`src/rtl/micro_tile_pkg.sv`:
```
// Shared types and constants for the micro-tile select path.
package micro_tile_pkg;

    localparam int NUM_TILES = 4;
    localparam int SEL_W     = 2;

    typedef enum logic [2:0] {
        RUN,
        DRAIN,
        GATE,
        SWITCH,
        WAKE
    } state_t;

    function automatic logic [NUM_TILES-1:0] onehot4(input logic [SEL_W-1:0] idx);
        logic [NUM_TILES-1:0] vec;
        vec      = '0;
        vec[idx] = 1'b1;
        return vec;
    endfunction

endpackage

```
`src/rtl/micro_sel_debounce.sv`:
```
// Synchronises the raw select pins and raises req once a new select has held steady.
// Optional MICRO_TILE_SEL_LOCK_EN adds a synchronised sel_lock that suppresses req.
module micro_sel_debounce
    import micro_tile_pkg::*;
#(
    parameter int STABLE_CYCLES = 4
) (
    input  logic             clk,
    input  logic             rst_n,
    input  logic [SEL_W-1:0] sel_in,
`ifdef MICRO_TILE_SEL_LOCK_EN
    input  logic             sel_lock,
`endif
    input  logic [SEL_W-1:0] sel,
    output logic [SEL_W-1:0] candidate,
    output logic             req
);

    localparam int CNT_W = (STABLE_CYCLES > 1) ? $clog2(STABLE_CYCLES) : 1;
    localparam logic [CNT_W-1:0] CNT_MAX = CNT_W'(STABLE_CYCLES - 1);

    logic [SEL_W-1:0] sync_q1;
    logic [SEL_W-1:0] sel_sync;
    logic [CNT_W-1:0] stable_cnt;
    logic             lock_block;

    // NOTE: sequential state uses non-blocking assignments so every flop samples pre-edge values.
    always_ff @(posedge clk or negedge rst_n) begin
        if (!rst_n) begin
            sync_q1    <= '0;
            sel_sync   <= '0;
            candidate  <= '0;
            stable_cnt <= '0;
        end else begin
            sync_q1   <= sel_in;
            sel_sync  <= sync_q1;
            candidate <= sel_sync;
            if (sel_sync != candidate) begin
                stable_cnt <= '0;
            end else if (stable_cnt != CNT_MAX) begin
                stable_cnt <= stable_cnt + 1'b1;
            end
        end
    end

`ifdef MICRO_TILE_SEL_LOCK_EN
    logic lock_q1;
    logic lock_sync;

    always_ff @(posedge clk or negedge rst_n) begin
        if (!rst_n) begin
            lock_q1   <= 1'b0;
            lock_sync <= 1'b0;
        end else begin
            lock_q1   <= sel_lock;
            lock_sync <= lock_q1;
        end
    end

    assign lock_block = lock_sync;
`else
    assign lock_block = 1'b0;
`endif

    // The counter saturates, so a still-stable candidate re-requests once the FSM is back in RUN.
    assign req = (stable_cnt == CNT_MAX) && (candidate != sel) && !lock_block;

endmodule

```
`src/rtl/micro_tile_selector.sv`:
```
// Debounced tile select with a drain / gate / switch / wake sequence per tile change.
// Optional MICRO_TILE_SEL_LOCK_EN adds the sel_lock input that holds the current tile.
module micro_tile_selector
    import micro_tile_pkg::*;
#(
    parameter int STABLE_CYCLES = 4,
    parameter int RESET_CYCLES  = 2
) (
    input  logic                 clk,
    input  logic                 rst_n,
    input  logic [SEL_W-1:0]     sel_in,
`ifdef MICRO_TILE_SEL_LOCK_EN
    input  logic                 sel_lock,
`endif
    output logic [SEL_W-1:0]     sel,
    output logic [NUM_TILES-1:0] tile_clk_en,
    output logic [NUM_TILES-1:0] tile_rst_n,
    output logic                 busy
);

    localparam int RCNT_W = (RESET_CYCLES > 1) ? $clog2(RESET_CYCLES) : 1;
    localparam logic [RCNT_W-1:0] RCNT_LAST = RCNT_W'(RESET_CYCLES - 1);

    state_t               state;
    state_t               state_d;
    logic [RCNT_W-1:0]    rst_cnt;
    logic [RCNT_W-1:0]    rst_cnt_d;
    logic [SEL_W-1:0]     target;
    logic [SEL_W-1:0]     target_d;
    logic [SEL_W-1:0]     sel_d;
    logic [NUM_TILES-1:0] clk_en_d;
    logic [NUM_TILES-1:0] tile_rst_q;
    logic [NUM_TILES-1:0] tile_rst_d;
    logic                 busy_d;
    logic [SEL_W-1:0]     candidate;
    logic                 req;

    micro_sel_debounce #(
        .STABLE_CYCLES(STABLE_CYCLES)
    ) u_debounce (
        .clk      (clk),
        .rst_n    (rst_n),
        .sel_in   (sel_in),
`ifdef MICRO_TILE_SEL_LOCK_EN
        .sel_lock (sel_lock),
`endif
        .sel      (sel),
        .candidate(candidate),
        .req      (req)
    );

    // Tile-facing outputs are flopped from the next-state decode so they never glitch.
    always_ff @(posedge clk or negedge rst_n) begin
        if (!rst_n) begin
            state       <= WAKE;
            rst_cnt     <= '0;
            sel         <= '0;
            target      <= '0;
            tile_clk_en <= NUM_TILES'(1);
            tile_rst_q  <= '0;
            busy        <= 1'b1;
        end else begin
            state       <= state_d;
            rst_cnt     <= rst_cnt_d;
            sel         <= sel_d;
            target      <= target_d;
            tile_clk_en <= clk_en_d;
            tile_rst_q  <= tile_rst_d;
            busy        <= busy_d;
        end
    end

    // NOTE: every combinational output gets a default first so no path can infer a latch.
    always_comb begin
        state_d   = state;
        rst_cnt_d = rst_cnt;
        target_d  = target;
        sel_d     = sel;
        unique case (state)
            RUN: begin
                if (req) begin
                    state_d   = DRAIN;
                    target_d  = candidate;
                    rst_cnt_d = '0;
                end
            end
            DRAIN: begin
                if (rst_cnt == RCNT_LAST) begin
                    state_d   = GATE;
                    rst_cnt_d = '0;
                end else begin
                    rst_cnt_d = rst_cnt + 1'b1;
                end
            end
            GATE: begin
                state_d = SWITCH;
            end
            SWITCH: begin
                sel_d     = target;
                state_d   = WAKE;
                rst_cnt_d = '0;
            end
            WAKE: begin
                if (rst_cnt == RCNT_LAST) begin
                    state_d   = RUN;
                    rst_cnt_d = '0;
                end else begin
                    rst_cnt_d = rst_cnt + 1'b1;
                end
            end
            default: begin
                state_d   = WAKE;
                rst_cnt_d = '0;
            end
        endcase
    end

    always_comb begin
        clk_en_d   = onehot4(sel_d);
        tile_rst_d = '0;
        busy_d     = 1'b1;
        unique case (state_d)
            RUN: begin
                tile_rst_d = onehot4(sel_d);
                busy_d     = 1'b0;
            end
            GATE, SWITCH: begin
                clk_en_d = '0;
            end
            default: begin
            end
        endcase
    end

    assign tile_rst_n = tile_rst_q & {NUM_TILES{rst_n}};

endmodule

```
`config.mk`:
```
export PLATFORM = sky130hd
export DESIGN_NAME = micro_tile_selector
export DESIGN_NICKNAME = d
export VERILOG_FILES = /design/src/rtl/micro_tile_pkg.sv /design/src/rtl/micro_sel_debounce.sv /design/src/rtl/micro_tile_selector.sv
export SDC_FILE = /design/constraint.sdc
export NUM_CORES = 1
export LEC_CHECK = 0
export ABC_CLOCK_PERIOD_IN_PS = 1600
export CAP_MARGIN = 20
export CORE_MARGIN = 2
export CORE_UTILIZATION = 47
export DETAILED_ROUTE_END_ITERATION = 16
export GPL_TIMING_DRIVEN = 0
export PLACE_DENSITY_LB_ADDON = 0.3
export SETUP_SLACK_MARGIN = 0.2
export SYNTH_ARGS = -nofsm -noshare
export SYNTH_HDL_FRONTEND = slang
export SYNTH_SLANG_ARGS = --single-unit
```
`constraint.sdc`:
```
create_clock -name clk -period 1.6 [get_ports clk]
set_input_delay 0.24 -clock clk [delete_from_list [all_inputs] [get_ports clk]]
set_output_delay 0.24 -clock clk [all_outputs]
set_load 0.1 [all_outputs]
```
== After elaboration in Yosys (flattened, before gate mapping) ==
Index checks and enable logic that the tools add are counted.

* Add/subtract/negate cells: 2
* Multipliers: 0
* Divide/modulo/power cells: 0
* Magnitude comparators: 2
* Equal/unequal tests: 11
* Shift operators: 0
* Muxes and demuxes: 15
* Bitwise operators: 2
* Reduce and logical (&&, ||, !) cells: 9

{| class="wikitable"
|+ Operators with widths
! operator !! count
|-
| $eq 3x2->1 const B || 4
|-
| $pmux 3 s4 || 1
|-
| $mux 3 || 3
|-
| $mux 4 || 2
|-
| $logic_not 3->1 || 2
|-
| $mux 2 || 3
|-
| $and 4x4->4 || 1
|-
| $mux 1 || 4
|-
| $ne 2x2->1 || 2
|-
| $ne 2x2->1 const B || 2
|-
| $reduce_and 2->1 || 2
|-
| $reduce_or 2->1 || 2
|-
| $eq 3x1->1 const B || 1
|-
| $eq 3x3->1 const B || 1
|-
| $lt 2x3->1 const B || 1
|-
| $pmux 1 s3 || 1
|-
| $add 2x1->2 const B || 1
|-
| $demux 1 s2 || 1
|-
| $eq 2x2->1 const B || 1
|-
| $ge 2x1->1 const B || 1
|-
| $logic_and 1x1->1 || 2
|-
| $reduce_bool 2->1 || 1
|-
| $add 1x1->1 const B || 1
|-
| $not 1->1 || 1
|}

* Register bits after elaboration: 25
* Bits in latches: 0
* Memory bits (writable): 0
* Bits in read-only memories: 0
* Input port bits: 4
* Output and inout bits: 11
* Word-level logic and storage cells: 52
* Memories: 0

== Logic depth before layout (Yosys ltp) ==
Gate-level depths: netlist (run 1).

* Depth in word-level cells: 7
* Gate-level depth with buffers: 5
* Depth with buffers taken out: 4

== Modules after synthesis ==
A second synthesis (run 1) with hierarchy kept.

* Cell total of the unflattened synthesis: 88
* Area total of the unflattened synthesis: 1079.8 sq um

{| class="wikitable"
|+ By module, submodules not included
! module !! times used !! cells an instance !! area each (sq um) !! seq. area each (sq um)
|-
| micro_tile_selector || 1 || 70 || 795.8 || 429.2
|-
| micro_sel_debounce || 1 || 18 || 284.0 || 200.2
|}

== Least setup slack after synthesis (run 1) ==
OpenSTA, ideal clock, no wires.

* Path kind: reg-to-reg
* From: reg sel[0]
* To: reg target[0]
* Library setup time: 125 ps
* Arrival: 2000 ps
* Required time: 1475 ps
* Setup slack: -525 ps
* Stages on the path, launching flop included: 4
* Path buffers: 0
* Period minus slack after synthesis: 2125 ps
* Path through: dfrtp_1 > xnor2_1 > a211oi_4 > mux2_4

* Word-level cells in the longest chain between the ends: 3

{| class="wikitable"
|+ Ends and longest elaborated chain
! what !! line !! text
|-
| start, declared || micro_tile_selector.sv:15 || <nowiki>output logic [SEL_W-1:0] sel,</nowiki>
|-
| start signal, assigned || micro_tile_selector.sv:65 || <nowiki>sel <= sel_d;</nowiki>
|-
| $ne 2x2->1 || micro_sel_debounce.sv:66 || <nowiki>assign req = (stable_cnt == CNT_MAX) && (candidate != sel) && !lock_block;</nowiki>
|-
| $logic_and 1x1->1 || micro_sel_debounce.sv:66 ||
|-
| $reduce_and 2->1 (no line) || - ||
|-
| end signal, assigned || micro_tile_selector.sv:66 || <nowiki>target <= target_d;</nowiki>
|-
| end, declared || micro_tile_selector.sv:28 || <nowiki>logic [SEL_W-1:0] target;</nowiki>
|}

Every way passes these cells.
A chain may end at the register's enable or synchronous reset.

== Worst setup path after layout (run 1) ==
* From: reg state[1]
* To: reg target[0]

* Word-level cells in the longest chain between the ends: 2

{| class="wikitable"
|+ Ends and longest elaborated chain
! what !! line !! text
|-
| start, declared || micro_tile_selector.sv:24 || <nowiki>state_t state;</nowiki>
|-
| start signal, assigned || micro_tile_selector.sv:63 || <nowiki>state <= state_d;</nowiki>
|-
| $logic_not 3->1 || micro_tile_selector.sv:79 || <nowiki>unique case (state)</nowiki>
|-
| $reduce_and 2->1 (no line) || - ||
|}

Every way passes these cells.

==> results of run 1 <==
==> registers in the layout, summed over array words and instances, names as in the netlist, 2 cells and up <==
register	cells
u_debounce.sync_q1	2
tile_clk_en	4
u_debounce.sel_sync	2
state	3
u_debounce.candidate	2
target	2
sel	2
u_debounce.stable_cnt	2
tile_rst_q	4
==> worst max-delay path: stages, from the launching register on <==
cell,delay (ns)
dfrtp_1,0.43
or3_4,0.38
a211oi_4,0.26
mux2_4,0.33
==> metal layers <==
layer	share of wire, %	up-vias
li1	-	361
met1	44	370
met2	51	15
met3	3.1	2
met4	1.1	0
met5	0	-
==> worst paths after layout <==
check	from	end	slack (ns)	cells after the start
max	state[1]	target[0]	0.11	3
min	rst_n	tile_rst_q[1]	0.25	2
max reg2reg	state[1]	target[0]	0.11	3
min reg2reg	u_debounce.sync_q1[0]	u_debounce.sel_sync[0]	0.38	0
max in group asynchronous	rst_n	sel[1]	0.65	2
min in group clk	sel_in[1]	u_debounce.sync_q1[1]	0.35	1
==> logic make-up (layout without fill, tap and decap cells) <==
logic type,after synthesis,in the layout
AO/OA/AOI/OAI,19,19
XOR/XNOR,5,5
buffers and inverters,9,41
adder cells (fa/ha/maj),1,1
flip-flops,25,25
multiplexers,4,4
AND/OR/NAND/NOR,21,21
==> report_power, final <==
group / leakage, nW / switching (mW) / internal, mW
clock: 0.0139 / 0.190 / 0.0953
combinational: 0.364 / 0.976 / 0.588
sequential: 0.312 / 0.130 / 0.820
==> Yosys cell counts, types with 2 or more instances <==
library cell / number / share of area (%)
inv_1: 5 / 1.8
xnor2_1: 4 / 3.3
nand2_1: 2 / 0.71
nor4_1: 4 / 2.4
dfstp_2: 3 / 7.5
dfrtp_1: 22 / 52
o21ai_0: 4 / 1.9
buf_2: 2 / 0.95
nor2_1: 4 / 1.4
a21oi_1: 8 / 3.8
and2_1: 4 / 2.4
mux2_4: 2 / 2.9
==> through the flow <==
step	hold slack, ns	power (mW)	setup TNS, ns
2_1_floorplan	-0.0556	1.95	-0.0629
3_3_place_gp	0.340	2.16	-7.60
3_5_place_dp	0.346	2.19	-9.50
4_1_cts	0.342	2.63	0
5_1_grt	0.314	2.93	0
6_report	0.251	2.80	0
==> cell type report <==
type	instances	area share, %
clock inverter	1	0.506
multi-input combinational	50	33.2
timing repair buffer	28	16.6
sequential	25	42.9
buffer	3	1.35
inverter	6	1.52
tap	28	2.36
clock buffer	3	1.52
==> placed cells by master, fill, tap and decap left out, drive strengths merged <==
| cell type | count |
|---|---|
| buf | 26 |
| dfrtp | 22 |
| a21oi | 8 |
| inv | 6 |
| and2 | 4 |
| nor2 | 4 |
| clkbuf | 4 |
| o21ai | 4 |
| xnor2 | 4 |
| nor4 | 4 |
| dfstp | 3 |
| nand2 | 2 |
| mux2 | 2 |
| clkdlybuf4s50 | 2 |
| nand3b | 2 |
| mux2i | 2 |
| a211oi | 2 |
| or2 | 2 |
| o311a | 1 |
| nand4b | 1 |
| a21boi | 1 |
| or3 | 1 |
| o21bai | 1 |
| nor4b | 1 |
| a31oi | 1 |
| o41ai | 1 |
| xor2 | 1 |
| ha | 1 |
| clkinvlp | 1 |
| dlymetal6s4s | 1 |
| dlygate4sd3 | 1 |
==> timing repair <==
action / 4_1_cts / 5_1_grt
pin swaps: 3 / 1
endpoints found under the setup margin: 22 / 18
hold endpoints to repair: 22 / 0
gates resized for setup: 78 / 12
hold buffers: 2 / 0
buffers inserted: 10 / 2
==> results.toml, run 1 <==
[status]
status = "finished, final reports clean"

[grt]
grt-busiest-layer = "met2"
globalRouteMet2Util_pct = 31.0
gr-usage-all-layers_pct = 17.8
use_met1_pct = 21.2
grt_max_degree = 23
grt_pass1_vias = 746
overflow = 0
antenna_found_initial = 0
grtUsageMet3_pct = 2.63
grt_pass1_wl_mm = 3.36

[pwr]
max-vdd-ir-drop_uv = 1260
leakagePower_nw = 0.690
powerDensity_nw_per_um2 = 1890

[place]
post-place-ws_ns = -1.59
place_area_um2 = 1280
dp_cells = 126
post-dp-hpwl_mm = 1.18
io_buffer_count = 14
place.gp.congestion = 0.783

[floorplanning]
io_pins = 15
die_h_um = 51.3
rows = 17
coreArea_um2 = 2170
initial_core_util_pct = 48.6
die_x_um = 51.3
die_area_um2 = 2640

[worst_setup_path]
worstPathMaxFanout = 4
critPathCaptureType = "register"
critPathKind = "reg2reg"
crit_required_ns = 1.82
worstPathArrival_ns = 1.71
start_kind = "register"

[layout]
drive_above_1_share_pct = 47.4
antenna_cells = 0
synthToLayoutAreaGrowth_pct = 40.9
fillers = 160
seq_area_um2 = 637
nNetsFinal = 122
finish.utilization_pct = 68.4
final_cell_count_no_fill = 144
multi_input_area_um2 = 493
final_area_um2 = 1480

[cts]
htree_levels = 1
clkSlewWorstSetupHoldPaths_ns = 0.14
cts_tree = "yes"
clk_latency_ns = 0.32
cts_buffers = 3
clockBufferDepth = 2
cts-root-buf = "clkbuf_4"
cts.sinks = 25

[logic_synthesis]
synthesis.nets = 89
synth_compound_area_share_pct = 12.1
synth_xor_area_share_pct = 4.16
synth_cell_types = 32
synth_top_flop_cell = "dfrtp_1"
synth_top_family_by_area = "simple AND/OR/NAND/NOR gates"
yosysWarningCount = 0
async_flop_share_pct = 100
synth-simple-area-share_pct = 13.4
synth_edf_count = 0
synthMuxAreaShare_pct = 5.94
ys_seq_elements = 25
syn_avg_cell_area_um2 = 12.5
syn_area_um2 = 1050
synth_cells = 84
ys_seq_area_share_pct = 59.7
synthAdderAreaFrac_pct = 1.19

[worst_hold_path]
hold_path.class = "in2async"

[sta]
setup_violations = 0
finalHoldViolCount = 0
rsz0062_at_grt = "true"
min_period_ns = 1.49
finalCritPeriodShare_pct = 93.3
relSlewSlack_pct = 34.9
worstMarginPinSlew_ns = 0.976
drv_slew = 0
worst_slack_ns = 0.108
skew_ns = 0.00708
fmax_mhz = 670

[drt]
avgRoutedWirePerCell_um = 14.4
dr.first_iter.drc_count = 10
routed_wl_mm = 2.07
vias = 748
firstDrtPassIters = 4
ant_nets = 0
drc = 0
viasPerCell = 5.19

[run]
max_cap_viol_count = 0
No activity file was read; power rests on OpenSTA's default activity.
==> inputs of run 2 (changes only) <==
- CORE_MARGIN: 2 -> 1.5
==> results.toml, run 2 (synthesis results as in run 1) <==
[sta]
skew_ns = 0.0105
fmax_mhz = 666
relSlewSlack_pct = 36.1
finalHoldViolCount = 0
finalCritPeriodShare_pct = 93.9
hold_slack_ns = 0.227
setup_violations = 0
rsz0062_at_grt = "true"
drv_slew = 0
min_period_ns = 1.50
worstMarginPinSlew_ns = 0.958

[floorplanning]
coreArea_um2 = 2040
rows = 16
die_h_um = 50.3
die_area_um2 = 2530
io_pins = 15
die_x_um = 50.3
initial_core_util_pct = 51.6

[grt]
grt_pass1_wl_mm = 3.15
antenna_found_initial = 0
gr-usage-all-layers_pct = 17.4
grt_pass1_vias = 733
grt_max_degree = 23
overflow = 0

[pwr]
p_int_mw = 1.47
swShare_pct = 46.5
p_clk_share_pct = 10.8
max-vdd-ir-drop_uv = 1370
switchingPower_mw = 1.28
power_mw = 2.74
pwr-share-comb_pct = 54.3
powerDensity_nw_per_um2 = 1900
leakagePower_nw = 0.673
power_frac_seq_pct = 34.9

[worst_setup_path]
ff2ff_path_depth = 5
max_stage_delay_ns = 0.57
path_cells = "buf_6 -> nand3b_4 -> mux2i_4 -> inv_4 -> nor4_1"
reg2reg_slack_ns = 0.1
crit_cells = 5
worstPathMaxFanout = 5
start_kind = "register"
endpoint = "tile_rst_q[2]"
crit_path_start = "state[2]"
path_buf_inv = 2
worstPathArrival_ns = 1.74
regToRegEndpoint = "tile_rst_q[2]"
critPathKind = "reg2reg"
slowest_stage = "dfstp_2"
cp_top_family = "flip-flops"
critPathCaptureType = "register"
crit_required_ns = 1.84
r2r-start = "state[2]"

[layout]
top_regs = "tile_clk_en x4, tile_rst_q x4, state x3"
multi_input_area_um2 = 473
nNetsFinal = 120
drive_above_1_share_pct = 45.6
seq_area_um2 = 637
synthToLayoutAreaGrowth_pct = 36.9
finish.utilization_pct = 70.6
layout_common_cells = "dfrtp_1, buf_4, buf_6"
fillers = 151
antenna_cells = 0
final_common_cell = "dfrtp_1"

[drt]
viasPerCell = 5.32
avgRoutedWirePerCell_um = 14.9
ant_nets = 0
dr.first_iter.drc_count = 11
routed_wl_mm = 2.10
vias = 750
drc = 0
firstDrtPassIters = 4

[status]
status = "finished, final reports clean"

[run]
max_cap_viol_count = 0

[cts]
clockBufferDepth = 2
cts_tree = "yes"
clkSlewWorstSetupHoldPaths_ns = 0.14
clk_latency_ns = 0.34
cts.sinks = 25
cts_buffers = 3
cts-root-buf = "clkbuf_4"
htree_levels = 1

[worst_hold_path]
hold_path.class = "in2async"

[place]
post-dp-hpwl_mm = 1.16
place.gp.congestion = 0.828
io_buffer_count = 14
run 2: per-stage QoR:
step           instance area (um2)  setup TNS (ns)  cells  setup slack [ns]
6_report                      1440               0    141            0.0983
5_1_grt                       1440               0    141            0.0207
4_1_cts                       1360               0    139            0.0945
3_5_place_dp                  1280           -8.33    125             -1.55
3_3_place_gp                  1280           -7.60    125             -1.52
2_1_floorplan                 1100         -0.0629     84           -0.0314
run 2: worst min-delay path by stage:
| stage | slack, ns | to | cells past startpoint | start |
|---|---|---|---|---|
| after global routing | 0.32 | sel[1] | 2 | rst_n |
| final | 0.23 | sel[1] | 2 | rst_n |
| after detailed placement | 0.34 | u_debounce.sel_sync[0] | 0 | u_debounce.sync_q1[0] |
| after floorplan | -0.06 | rst_cnt | 0 | rst_n |
| after CTS | 0.32 | u_debounce.sync_q1[1] | 1 | sel_in[1] |
| after global placement | 0.34 | u_debounce.sel_sync[0] | 0 | u_debounce.sync_q1[0] |
run 2: power by group through the flow:
stage	clock (mW)	sequential, mW	combinational, mW
floorplan	0	1.34	0.614
global placement	0	0.955	1.21
detailed placement	0	0.962	1.23
CTS	0.300	0.943	1.34
global route	0.322	0.978	1.56
finish	0.297	0.956	1.49
run 2: worst register-to-register path, cell delays in order (launching register included):
cell and delay, ns:
dfstp_2 0.57, buf_6 0.11, nand3b_4 0.15, mux2i_4 0.29
inv_4 0.09, nor4_1 0.21
run 2: layer usage:
metal  part of all wire [%]  track usage (%)  vias up
met3                    3.3             2.68        7
met4                    3.4             14.4        0
li1                       -                -      357
met1                     41             19.4      366
met5                      0                0        -
met2                     52             29.2       20
run 2: repair_timing:
action                                  in CTS  in global routing
endpoints found under the hold margin       22                  0
hold buffers                                 2                  0
endpoints found under the setup margin      20                 17
pin swaps                                    2                  1
cloned                                       0                  0
resized for setup                           72                 19
setup buffers                                8                  2
run 2: area by class of cell:
| type | count | share of cell area, % |
|---|---|---|
| flip-flops and latches | 25 | 44.1 |
| multi-input cells | 50 | 32.8 |
| repair buffers | 26 | 15.4 |
| well taps | 27 | 2.34 |
| inverters | 6 | 1.73 |
| clock buffers | 3 | 1.56 |
| plain buffers | 3 | 1.47 |
| clock inverters | 1 | 0.520 |
==> inputs of run 3 (changes only) <==
- ABC_AREA: default -> 1
- CORE_UTILIZATION: 47 -> 46
- CTS_CLUSTER_SIZE: default -> 14
==> results.toml, run 3 <==
[cts]
clk_latency_ns = 0.32
cts-root-buf = "clkbuf_4"
clockBufferDepth = 2
cts.sinks = 25
cts_setup_buffers = 0
htree_levels = 1
cts_tree = "yes"
clkSlewWorstSetupHoldPaths_ns = 0.13
cts_buffers = 3

[worst_setup_path]
crit_required_ns = 1.36
critPathCaptureType = "primary output"
worstPathArrival_ns = 1.09
start_kind = "input pin"
critPathKind = "in2out"
worstPathMaxFanout = 18

[drt]
ant_nets = 0
firstDrtPassIters = 5
vias = 702
routed_wl_mm = 1.58
drc = 0
wl_met2_um = 800
avgRoutedWirePerCell_um = 10.6
wl_met3_um = 50
top_layer_used = "met4"
viasPerCell = 4.71
drt-met1-wl_um = 691
dr.first_iter.drc_count = 5

[floorplanning]
rows = 16
io_pins = 15
initial_core_util_pct = 50.2
die_area_um2 = 2470
die_x_um = 49.7
die_h_um = 49.7
coreArea_um2 = 2000

[grt]
grt_pass1_vias = 687
overflow = 0
grt_pass1_wl_mm = 2.83
antenna_found_initial = 0
gr-usage-all-layers_pct = 15.3
grt_max_degree = 19

[run]
max_cap_viol_count = 0

[logic_synthesis]
synthesis.nets = 107
synth_top_flop_cell = "dfrtp_1"
synth_edf_count = 0
synth.top_cell.area_share_pct = 54.8
ys_seq_area_share_pct = 62.6
syn_avg_cell_area_um2 = 9.85
yosysTopAreaCell = "dfrtp_1"
synth_most_common_cell = "nand2_1"
synth_cells = 102
yosys-top-cells-area = "dfrtp_1, nand2_1, dfstp_2"
synth_common_cells = "nand2_1, dfrtp_1, nor2_1, inv_1, inv_2"
yosysWarningCount = 0
async_flop_share_pct = 100
ys_seq_elements = 25
synth_cell_types = 19
syn_area_um2 = 1000

[layout]
antenna_cells = 0
nNetsFinal = 128
drive_above_1_share_pct = 29.5
synthToLayoutAreaGrowth_pct = 21.3
final_common_cell = "nand2_1"
layout_common_cells = "nand2_1, dfrtp_1, nor2_1"
top_regs = "tile_clk_en x4, tile_rst_q x4, state x3"
fillers = 173
final_cell_count_no_fill = 149

[sta]
rsz0062_at_grt = "false"
finalCritPeriodShare_pct = 83.2
finalHoldViolCount = 0
relSlewSlack_pct = 67.6
skew_ns = 0.0124
setup_violations = 0
fmax_mhz = 751
worstMarginPinSlew_ns = 0.489
drv_slew = 0
min_period_ns = 1.33

[worst_hold_path]
hold_path.class = "in2async"

[status]
status = "finished, final reports clean"

[place]
place.gp.congestion = 0.703
post-dp-hpwl_mm = 1.21
io_buffer_count = 14
dp_cells = 144
## run 3: cell count changes after synthesis, sizes merged, moves of 4 or more
cell   delta
nand2    +32
nor4      -4
inv       +8
nor2      +8
a21oi     -8
nand3     +5
and2      -4
## run 3: area by class of cell
type / instances / area [um2] / area share, %
clock buffers: 4 / 26.3 / 2.16
inverters: 14 / 52.6 / 4.31
multi-input cells: 63 / 323 / 26.5
flip-flops and latches: 25 / 632 / 51.8
well taps: 27 / 33.8 / 2.77
repair buffers: 16 / 151 / 12.4
## run 3: logic make-up (layout without fill, tap and decap cells)
family                     Yosys count  in the layout  share of synthesized area [%]
adders and majority gates            1              1                           1.25
buffers and inverters               14             34                           5.23
xor gates and xnor gates             3              3                           2.62
muxes                                1              1                          0.996
and+or+nand+nor                     52             52                           23.3
DFF                                 25             25                           62.6
AOI/OAI and AO/OA                    6              6                           3.99
## run 3: stage by stage
step	hold WS [ns]	setup slack, ns	instance area (um2)	setup TNS [ns]	util, %
global route	0.0359	0.202	1220	0	60.9
global placement	0.338	-1.48	1180	-7.20	59.0
floorplan	-0.0556	0.243	1010	0	-
finish	0.0264	0.268	1220	0	60.9
CTS	0.0218	0.202	1210	0	60.3
detailed placement	0.336	-1.21	1210	-5.30	60.4
## run 3: repair_timing
item	CTS	global route
hold buffers	1	0
gates cloned	0	0
endpoints found under the hold margin	7	0
endpoints found under the setup margin	11	4
resized for setup	64	4
## run 3: worst paths after layout
| path | from | end | slack [ns] | cells after the start |
|---|---|---|---|---|
| max in group asynchronous | rst_n | tile_clk_en[2] | 0.79 | 2 |
| max reg2reg | state[2] | tile_rst_q[3] | 0.33 | 6 |
| min reg2reg | u_debounce.sync_q1[0] | u_debounce.sel_sync[0] | 0.37 | 0 |
| max | rst_n | tile_rst_n[3] | 0.27 | 5 |
| min | rst_n | tile_clk_en[3] | 0.03 | 2 |
| min in group clk | sel_in[1] | u_debounce.sync_q1[1] | 0.35 | 1 |
## run 3: critical path, cell delays in order
cell	delay, ns
clkdlybuf4s15_2	0.28
buf_16	0.18
nand2_1	0.06
inv_1	0.05
buf_4	0.28
## run 3: per-layer routing
metal	vias up	global-route usage (%)
met2	13	26.7
met5	-	0
li1	352	-
met3	5	2.73
met4	0	8.33
met1	332	17.7
Power of run 3 is left out: the tool's default activity adds up to more than one toggle a clock period on the data nets, which glitch-free logic cannot reach.
